File: src/rtl/systolic_result_deskew.sv
// Deskews the systolic array's bottom-row wavefront, saturates each result to WIDTH
// and streams aligned rows out as single-word memory writes.
module systolic_result_deskew #(
  parameter int N          = 4,
  parameter int WIDTH      = 16,
  parameter int ACC_W      = 32,
  parameter int FIFO_DEPTH = 4,
  parameter int ADDR_W     = 12
) (
  input  logic                    clk,
  input  logic                    rst,
  input  logic                    start,
  input  logic [ADDR_W-1:0]       base_addr,
  input  logic [8:0]              n_rows,
  input  logic [N-1:0]            col_valid,
  input  logic [N*ACC_W-1:0]      col_data,
  input  logic [N-1:0]            col_ovf,
  output logic                    mem_write,
  output logic [ADDR_W-1:0]       mem_addr,
  output logic signed [WIDTH-1:0] mem_data_write,
  output logic                    busy,
  output logic                    done,
  output logic                    overflow_out,
  output logic                    misalign_err,
  output logic                    fifo_full_err,
  output logic [8:0]              rows_written
);

  localparam int PTR_W = (FIFO_DEPTH > 1) ? $clog2(FIFO_DEPTH) : 1;
  localparam int CNT_W = $clog2(FIFO_DEPTH + 1);
  localparam int COL_W = (N > 1) ? $clog2(N) : 1;
  localparam logic [CNT_W-1:0] DEPTH_C  = CNT_W'(FIFO_DEPTH);
  localparam logic [COL_W-1:0] COL_LAST = COL_W'(N - 1);
  localparam logic signed [ACC_W-1:0] SAT_MAX = {{(ACC_W-WIDTH+1){1'b0}}, {(WIDTH-1){1'b1}}};
  localparam logic signed [ACC_W-1:0] SAT_MIN = {{(ACC_W-WIDTH+1){1'b1}}, {(WIDTH-1){1'b0}}};

  typedef enum logic [1:0] {S_IDLE, S_ACTIVE, S_DONE} state_t;

  function automatic logic signed [WIDTH-1:0] sat_word(input logic signed [ACC_W-1:0] v);
    if (v > SAT_MAX) return SAT_MAX[WIDTH-1:0];
    if (v < SAT_MIN) return SAT_MIN[WIDTH-1:0];
    return v[WIDTH-1:0];
  endfunction

  function automatic logic sat_clip(input logic signed [ACC_W-1:0] v);
    return (v > SAT_MAX) || (v < SAT_MIN);
  endfunction

  function automatic logic [PTR_W-1:0] ptr_inc(input logic [PTR_W-1:0] p);
    return (p == PTR_W'(FIFO_DEPTH - 1)) ? '0 : p + 1'b1;
  endfunction

  state_t                  state_q, state_n;
  logic [N-1:0]            vld_al, ovf_al;
  logic [N*ACC_W-1:0]      dat_al;
  logic [N*WIDTH-1:0]      sat_row;
  logic                    clip_any;
  logic                    row_full, row_part, part_q;
  logic                    start_acc, accept_row, ev_full, ev_part, push, pop, drop;
  logic [8:0]              n_rows_q, rows_seen;
  logic [N*WIDTH-1:0]      fifo_mem [FIFO_DEPTH];
  logic [PTR_W-1:0]        wr_ptr, rd_ptr;
  logic [CNT_W-1:0]        fifo_cnt;
  logic [N*WIDTH-1:0]      ser_buf;
  logic                    ser_act;
  logic [COL_W-1:0]        ser_col;
  logic [ADDR_W-1:0]       wr_addr;

  // Stage 0: per-column delay lines; column j waits N-1-j cycles so the wavefront lines up
  for (genvar j = 0; j < N; j++) begin : g_col
    localparam int D = N - 1 - j;
    if (D == 0) begin : g_pass
      assign vld_al[j]                   = col_valid[j];
      assign ovf_al[j]                   = col_ovf[j];
      assign dat_al[j*ACC_W +: ACC_W]    = col_data[j*ACC_W +: ACC_W];
    end else begin : g_dly
      logic [D-1:0]     vld_sr, ovf_sr;
      logic [ACC_W-1:0] dat_sr [D];
      always_ff @(posedge clk) begin
        if (rst) begin
          vld_sr <= '0;
          ovf_sr <= '0;
        end else begin
          vld_sr[0] <= col_valid[j];
          ovf_sr[0] <= col_ovf[j];
          for (int k = 1; k < D; k++) begin
            vld_sr[k] <= vld_sr[k-1];
            ovf_sr[k] <= ovf_sr[k-1];
          end
        end
      end
      always_ff @(posedge clk) begin
        dat_sr[0] <= col_data[j*ACC_W +: ACC_W];
        for (int k = 1; k < D; k++) dat_sr[k] <= dat_sr[k-1];
      end
      assign vld_al[j]                = vld_sr[D-1];
      assign ovf_al[j]                = ovf_sr[D-1];
      assign dat_al[j*ACC_W +: ACC_W] = dat_sr[D-1];
    end
  end

  // Stage 1: row assembly, saturation and push/pop decisions
  always_comb begin
    sat_row  = '0;
    clip_any = 1'b0;
    for (int j = 0; j < N; j++) begin
      sat_row[j*WIDTH +: WIDTH] = sat_word(dat_al[j*ACC_W +: ACC_W]);
      clip_any = clip_any | sat_clip(dat_al[j*ACC_W +: ACC_W]);
    end
  end

  assign row_full   = &vld_al;
  assign row_part   = (|vld_al) && !row_full;
  assign start_acc  = (state_q == S_IDLE) && start;
  assign accept_row = (state_q == S_ACTIVE) && (rows_seen < n_rows_q);
  assign ev_full    = accept_row && row_full;
  // A late column produces a run of partial cycles; the run counts as one row.
  assign ev_part    = accept_row && row_part && !part_q;
  assign pop        = (fifo_cnt != '0) && (!ser_act || ser_col == COL_LAST);
  assign push       = ev_full && ((fifo_cnt < DEPTH_C) || pop);
  assign drop       = ev_full && !push;

  always_comb begin
    state_n = state_q;
    case (state_q)
      S_IDLE:   if (start) state_n = S_ACTIVE;
      S_ACTIVE: if (rows_seen == n_rows_q && fifo_cnt == '0 && !ser_act) state_n = S_DONE;
      S_DONE:   state_n = S_IDLE;
      default:  state_n = S_IDLE;
    endcase
  end

  always_ff @(posedge clk) begin
    if (rst) begin
      state_q       <= S_IDLE;
      busy          <= 1'b0;
      done          <= 1'b0;
      n_rows_q      <= '0;
      rows_seen     <= '0;
      part_q        <= 1'b0;
      overflow_out  <= 1'b0;
      misalign_err  <= 1'b0;
      fifo_full_err <= 1'b0;
    end else begin
      state_q <= state_n;
      part_q  <= row_part;
      if (start_acc) begin
        n_rows_q      <= n_rows;
        rows_seen     <= '0;
        busy          <= 1'b1;
        done          <= 1'b0;
        overflow_out  <= 1'b0;
        misalign_err  <= 1'b0;
        fifo_full_err <= 1'b0;
      end else begin
        if (ev_full || ev_part) rows_seen <= rows_seen + 9'd1;
        if (accept_row && row_part) misalign_err <= 1'b1;
        if (drop) fifo_full_err <= 1'b1;
        if (state_q == S_ACTIVE && ((|ovf_al) || (ev_full && clip_any))) overflow_out <= 1'b1;
        if (state_q == S_ACTIVE && state_n == S_DONE) begin
          busy <= 1'b0;
          done <= 1'b1;
        end
      end
    end
  end

  always_ff @(posedge clk) begin
    if (push) fifo_mem[wr_ptr] <= sat_row;
    if (pop)  ser_buf <= fifo_mem[rd_ptr];
  end

  // Stage 2: row FIFO bookkeeping and word serializer
  always_ff @(posedge clk) begin
    if (rst) begin
      wr_ptr         <= '0;
      rd_ptr         <= '0;
      fifo_cnt       <= '0;
      ser_act        <= 1'b0;
      ser_col        <= '0;
      wr_addr        <= '0;
      mem_write      <= 1'b0;
      mem_addr       <= '0;
      mem_data_write <= '0;
      rows_written   <= '0;
    end else begin
      mem_write <= ser_act;
      if (push) wr_ptr <= ptr_inc(wr_ptr);
      if (pop)  rd_ptr <= ptr_inc(rd_ptr);
      case ({push, pop})
        2'b10:   fifo_cnt <= fifo_cnt + 1'b1;
        2'b01:   fifo_cnt <= fifo_cnt - 1'b1;
        default: fifo_cnt <= fifo_cnt;
      endcase
      if (ser_act) begin
        mem_addr       <= wr_addr;
        mem_data_write <= ser_buf[int'(ser_col)*WIDTH +: WIDTH];
        wr_addr        <= wr_addr + 1'b1;
        if (ser_col == COL_LAST) begin
          ser_col      <= '0;
          ser_act      <= 1'b0;
          rows_written <= rows_written + 9'd1;
        end else begin
          ser_col <= ser_col + 1'b1;
        end
      end
      if (pop) begin
        ser_act <= 1'b1;
        ser_col <= '0;
      end
      if (start_acc) begin
        wr_addr      <= base_addr;
        rows_written <= '0;
      end
    end
  end

endmodule

File: config.mk
export PLATFORM = sky130hd
export DESIGN_NAME = systolic_result_deskew
export DESIGN_NICKNAME = d
export VERILOG_FILES = /design/src/rtl/systolic_result_deskew.sv
export SDC_FILE = /design/constraint.sdc
export NUM_CORES = 1
export LEC_CHECK = 0
export BUFFER_PORTS_ARGS = -buffer_cell sky130_fd_sc_hd__buf_2
export CELL_PAD_IN_SITES_DETAIL_PLACEMENT = 0
export CELL_PAD_IN_SITES_GLOBAL_PLACEMENT = 1
export CORE_UTILIZATION = 50
export DETAILED_ROUTE_END_ITERATION = 8
export PLACE_DENSITY = 0.89
export SLEW_MARGIN = 20
export SYNTH_ARGS = -nofsm -noshare
export SYNTH_HDL_FRONTEND = slang
export SYNTH_SLANG_ARGS = --single-unit
File: constraint.sdc
create_clock -name clk -period 10.6 [get_ports clk]
set_input_delay 0.53 -clock clk [delete_from_list [all_inputs] [get_ports clk]]
set_output_delay 0.53 -clock clk [all_outputs]
set_load 0.02 [all_outputs]
==> run summary <==
final setup fails: 0
clock sink total: 610
Hold Path End: g_col[2].g_dly.dat_sr[0][10]
top cell type's share of synthesized area: 47.2%
multi-input logic area: 4730 sq um
Yosys reg bits: 610
Die Area: 41500 sq um
chip width: 204 um
Pre-antenna DRT Iters: 5
synthesized cell area: 20400 sq um
Setup Fix Bufs, Post-CTS: 0
largest net degree at the start of global routing: 81
Int Pwr: 3.82 mW
number of diodes: 0
global router's overall resource usage: 20.3%
CP required: 10820 ps
first-pass GRT wire length: 63600 um
PwrDens: 194 nW/um^2
Synth Net Count: 1371
Worst Path Max Fanout: 64
Clk pwr share: 42.6%
Critical Path AT: 3420 ps
gr ovfl total: 0
Detail Placement HPWL: 23900 um
IO Port Bufs: 202
max cap viols: 0
Area after DPL: 22000 sq um
Setup WS pre-CTS: 7430 ps
R2R depth: 6
DR DRC count: 0
Seq/Total Area, Yosys: 75.7%
FF-to-FF setup slack: 7390 ps
synth top area cells: edfxtp_1 47%, dfxtp_1 29%, mux4_2 8.8%
Tmin final: 3210 ps
Sw Share: 20.5%
register area: 15400 sq um
largest area contributor in the netlist: edfxtp_1
worst r2r src: ser_col[1]
status: complete, no violations
max frequency: 312 MHz
number of global-route vias before repair: 11400
Synth Warn #: 0
Tot Pwr: 4.80 mW
Comb power frac: 3.9%
period utilisation layout: 30.2%
drt wl/cell: 20.0 um
Vias/cell: 5.35
Pleak: 8.88 nW
Final ANT Viol Nets: 0
initial antenna violation count: 1
peak supply drop: 186 uV
nets: 1676
H-tree depth: 2
hold slack: 32.5 ps
gp weighted congestion: 0.791
Hold Path Cell Cnt: 1
Die Ht: 204 um
clock root cell: clkbuf_16
Final Skew: 19.2 ps
number of buffers created by CTS: 57
post-route setup slack: 7390 ps
ys async rst share: 0%
Syn Inst Count: 1191
DRT iter0 DRCs: 767
worst-skew pair later-pin latency: 610 ps
Distinct cells, synth: 43
clock buffer depth: 3
core box area: 39900 sq um
Psw: 0.983 mW
fillers: 2772
initial core utilization: 51.0%
FF-to-FF End: fifo_mem[0][49]
Final Hold Violating Endpoints: 0
Max transition margin: 24.3%
Hold Crit Class: in -> reg
Final Cell Area: 24700 sq um
Worst-path clk slew: 60 ps
worst slew pin tran: 1130 ps
crit end category: flop
CP startpoint kind: flop
Setup CP Type: reg -> reg
max-slew violations: 0
Sequential Power Share: 53.5%
Post-synth top flop: edfxtp_1
Avg Cell Area, Syn: 17.1 sq um
EDFF count, synth: 320
final WL: 41500 um
fraction of layout cells with a size suffix above 1: 26.3%
TritonCTS clock tree: done
RSZ-0062 raised after global routing: false
Ports: 203
area delta synth->final: 21.5%
Fin Setup TNS: 0 ps
number of cell rows: 73
vias after detailed routing: 11100
worst hold start: col_data[74]
## power by group through the flow
stage / clock [mW] / combinational [mW] / sequential, mW
global placement: 0 / 0.155 / 2.62
floorplan: 0 / 0.0920 / 2.61
CTS: 2.08 / 0.185 / 2.57
detailed placement: 0 / 0.160 / 2.62
finish: 2.05 / 0.185 / 2.57
global route: 2.18 / 0.202 / 2.57
## metrics by stage
| step | util (%) | instances |
|---|---|---|
| after floorplan | - | 1191 |
| after global placement | 55.2 | 1880 |
| after detailed placement | 55.2 | 1880 |
| after CTS | 61.9 | 2069 |
| after global routing | 62.0 | 2070 |
| final | 62.0 | 2070 |
## worst max path at each step
stage / from / end / slack [ps] / cells past startpoint
4_1_cts: ser_col[1] / fifo_mem[1][43] / 7380 / 6
3_3_place_gp: ser_col[1] / fifo_mem[1][43] / 7560 / 6
6_report: ser_col[1] / fifo_mem[0][49] / 7390 / 6
3_5_place_dp: ser_col[1] / fifo_mem[0][43] / 7430 / 6
2_1_floorplan: ser_col[0] / fifo_cnt[2] / 6460 / 10
5_1_grt: n_rows_q[4] / fifo_cnt[2] / 7170 / 13
## kinds of logic after synthesis
logic type / count (synthesis) / share of synthesized area [%]
multiplexers: 115 / 10.6
XOR/XNOR: 19 / 0.817
buffers and inverters: 72 / 1.40
AND/OR/NAND/NOR: 218 / 5.40
AO/OA/AOI/OAI: 137 / 4.83
adder cells (fa/ha/maj): 20 / 1.27
flip-flops: 610 / 75.7
## area by class of cell
class,count,area share (%)
Sequential cell,610,62.4
Multi-Input combinational cell,509,19.1
Timing Repair Buffer,301,7.91
Clock buffer,81,6.39
Tap cell,525,2.66
Clock inverter,27,1.29
Inverter,17,0.258
## synthesized netlist by cell type, types with 2 or more instances
| library cell | number |
|---|---|
| edfxtp_1 | 320 |
| dfxtp_1 | 290 |
| mux4_2 | 80 |
| nor2_1 | 71 |
| o21a_1 | 60 |
| clkbuf_1 | 41 |
| nand2_1 | 41 |
| mux2i_1 | 35 |
| a21oi_1 | 30 |
| nand4_1 | 30 |
| ha_1 | 19 |
| nor4_1 | 19 |
| inv_1 | 17 |
| xor2_1 | 17 |
| nor2b_1 | 14 |
| a211oi_1 | 13 |
| buf_2 | 12 |
| o21ai_0 | 9 |
| and3_1 | 8 |
| or3_1 | 7 |
| nand3_1 | 6 |
| or4_1 | 6 |
| a41o_1 | 5 |
| nor3_1 | 5 |
| o31ai_1 | 5 |
| a41oi_1 | 4 |
| o41ai_2 | 4 |
| a31oi_1 | 2 |
| and2_1 | 2 |
| and4_1 | 2 |
| buf_1 | 2 |
| nand2b_1 | 2 |
| o211ai_1 | 2 |
| xnor2_1 | 2 |
## cells in the final DEF (no fill, tap or decap), types with 5 or more instances in the layout
master / count
a211oi_1: 13
a21oi_1: 30
a41o_1: 5
buf_2: 202
buf_4: 18
bufinv_16: 6
clkbuf_1: 14
clkbuf_16: 57
clkbuf_8: 6
clkinv_2: 7
dfxtp_1: 287
dlygate4sd3_1: 81
edfxtp_1: 320
ha_1: 19
inv_1: 17
mux2i_1: 35
mux4_2: 80
nand2_1: 41
nand3_1: 6
nand4_1: 30
nor2_1: 71
nor2b_1: 14
nor3_1: 5
nor4_1: 19
o21a_1: 60
o21ai_0: 9
o31ai_1: 5
or3_1: 7
or4_1: 6
xor2_1: 17
## metal layers
metal,up-vias,GRT usage (%),wire length (um)
li1,5152,-,-
met1,5446,25.6,16900
met2,419,34.5,20800
met3,58,4.49,2770
met4,2,7.44,1000
met5,-,0,13
## state kept, by name, summed over array words and instances (netlist names), 3 cells and up
name and cells:
fifo_cnt 3, fifo_mem 256, g_col.g_dly.dat_sr 192, g_col.g_dly.ovf_sr 6, g_col.g_dly.vld_sr 6, mem_addr 12, mem_data_write 16, n_rows_q 9
rows_seen 9, rows_written 9, ser_buf 64, wr_addr 12
## what timing repair did
| item | in CTS | in global routing |
|---|---|---|
| hold buffers | 81 | 0 |
| resized for setup | 0 | 0 |
| hold endpoints to repair | 81 | 0 |
## worst max-delay path: stages, from the launching register on
cell and delay (ps):
dfxtp_1 1030, ha_1 380, nand3b_1 150, nand2_1 110
inv_1 130, and3_2 190, buf_4 710
No activity file was read; power rests on OpenSTA's default activity.
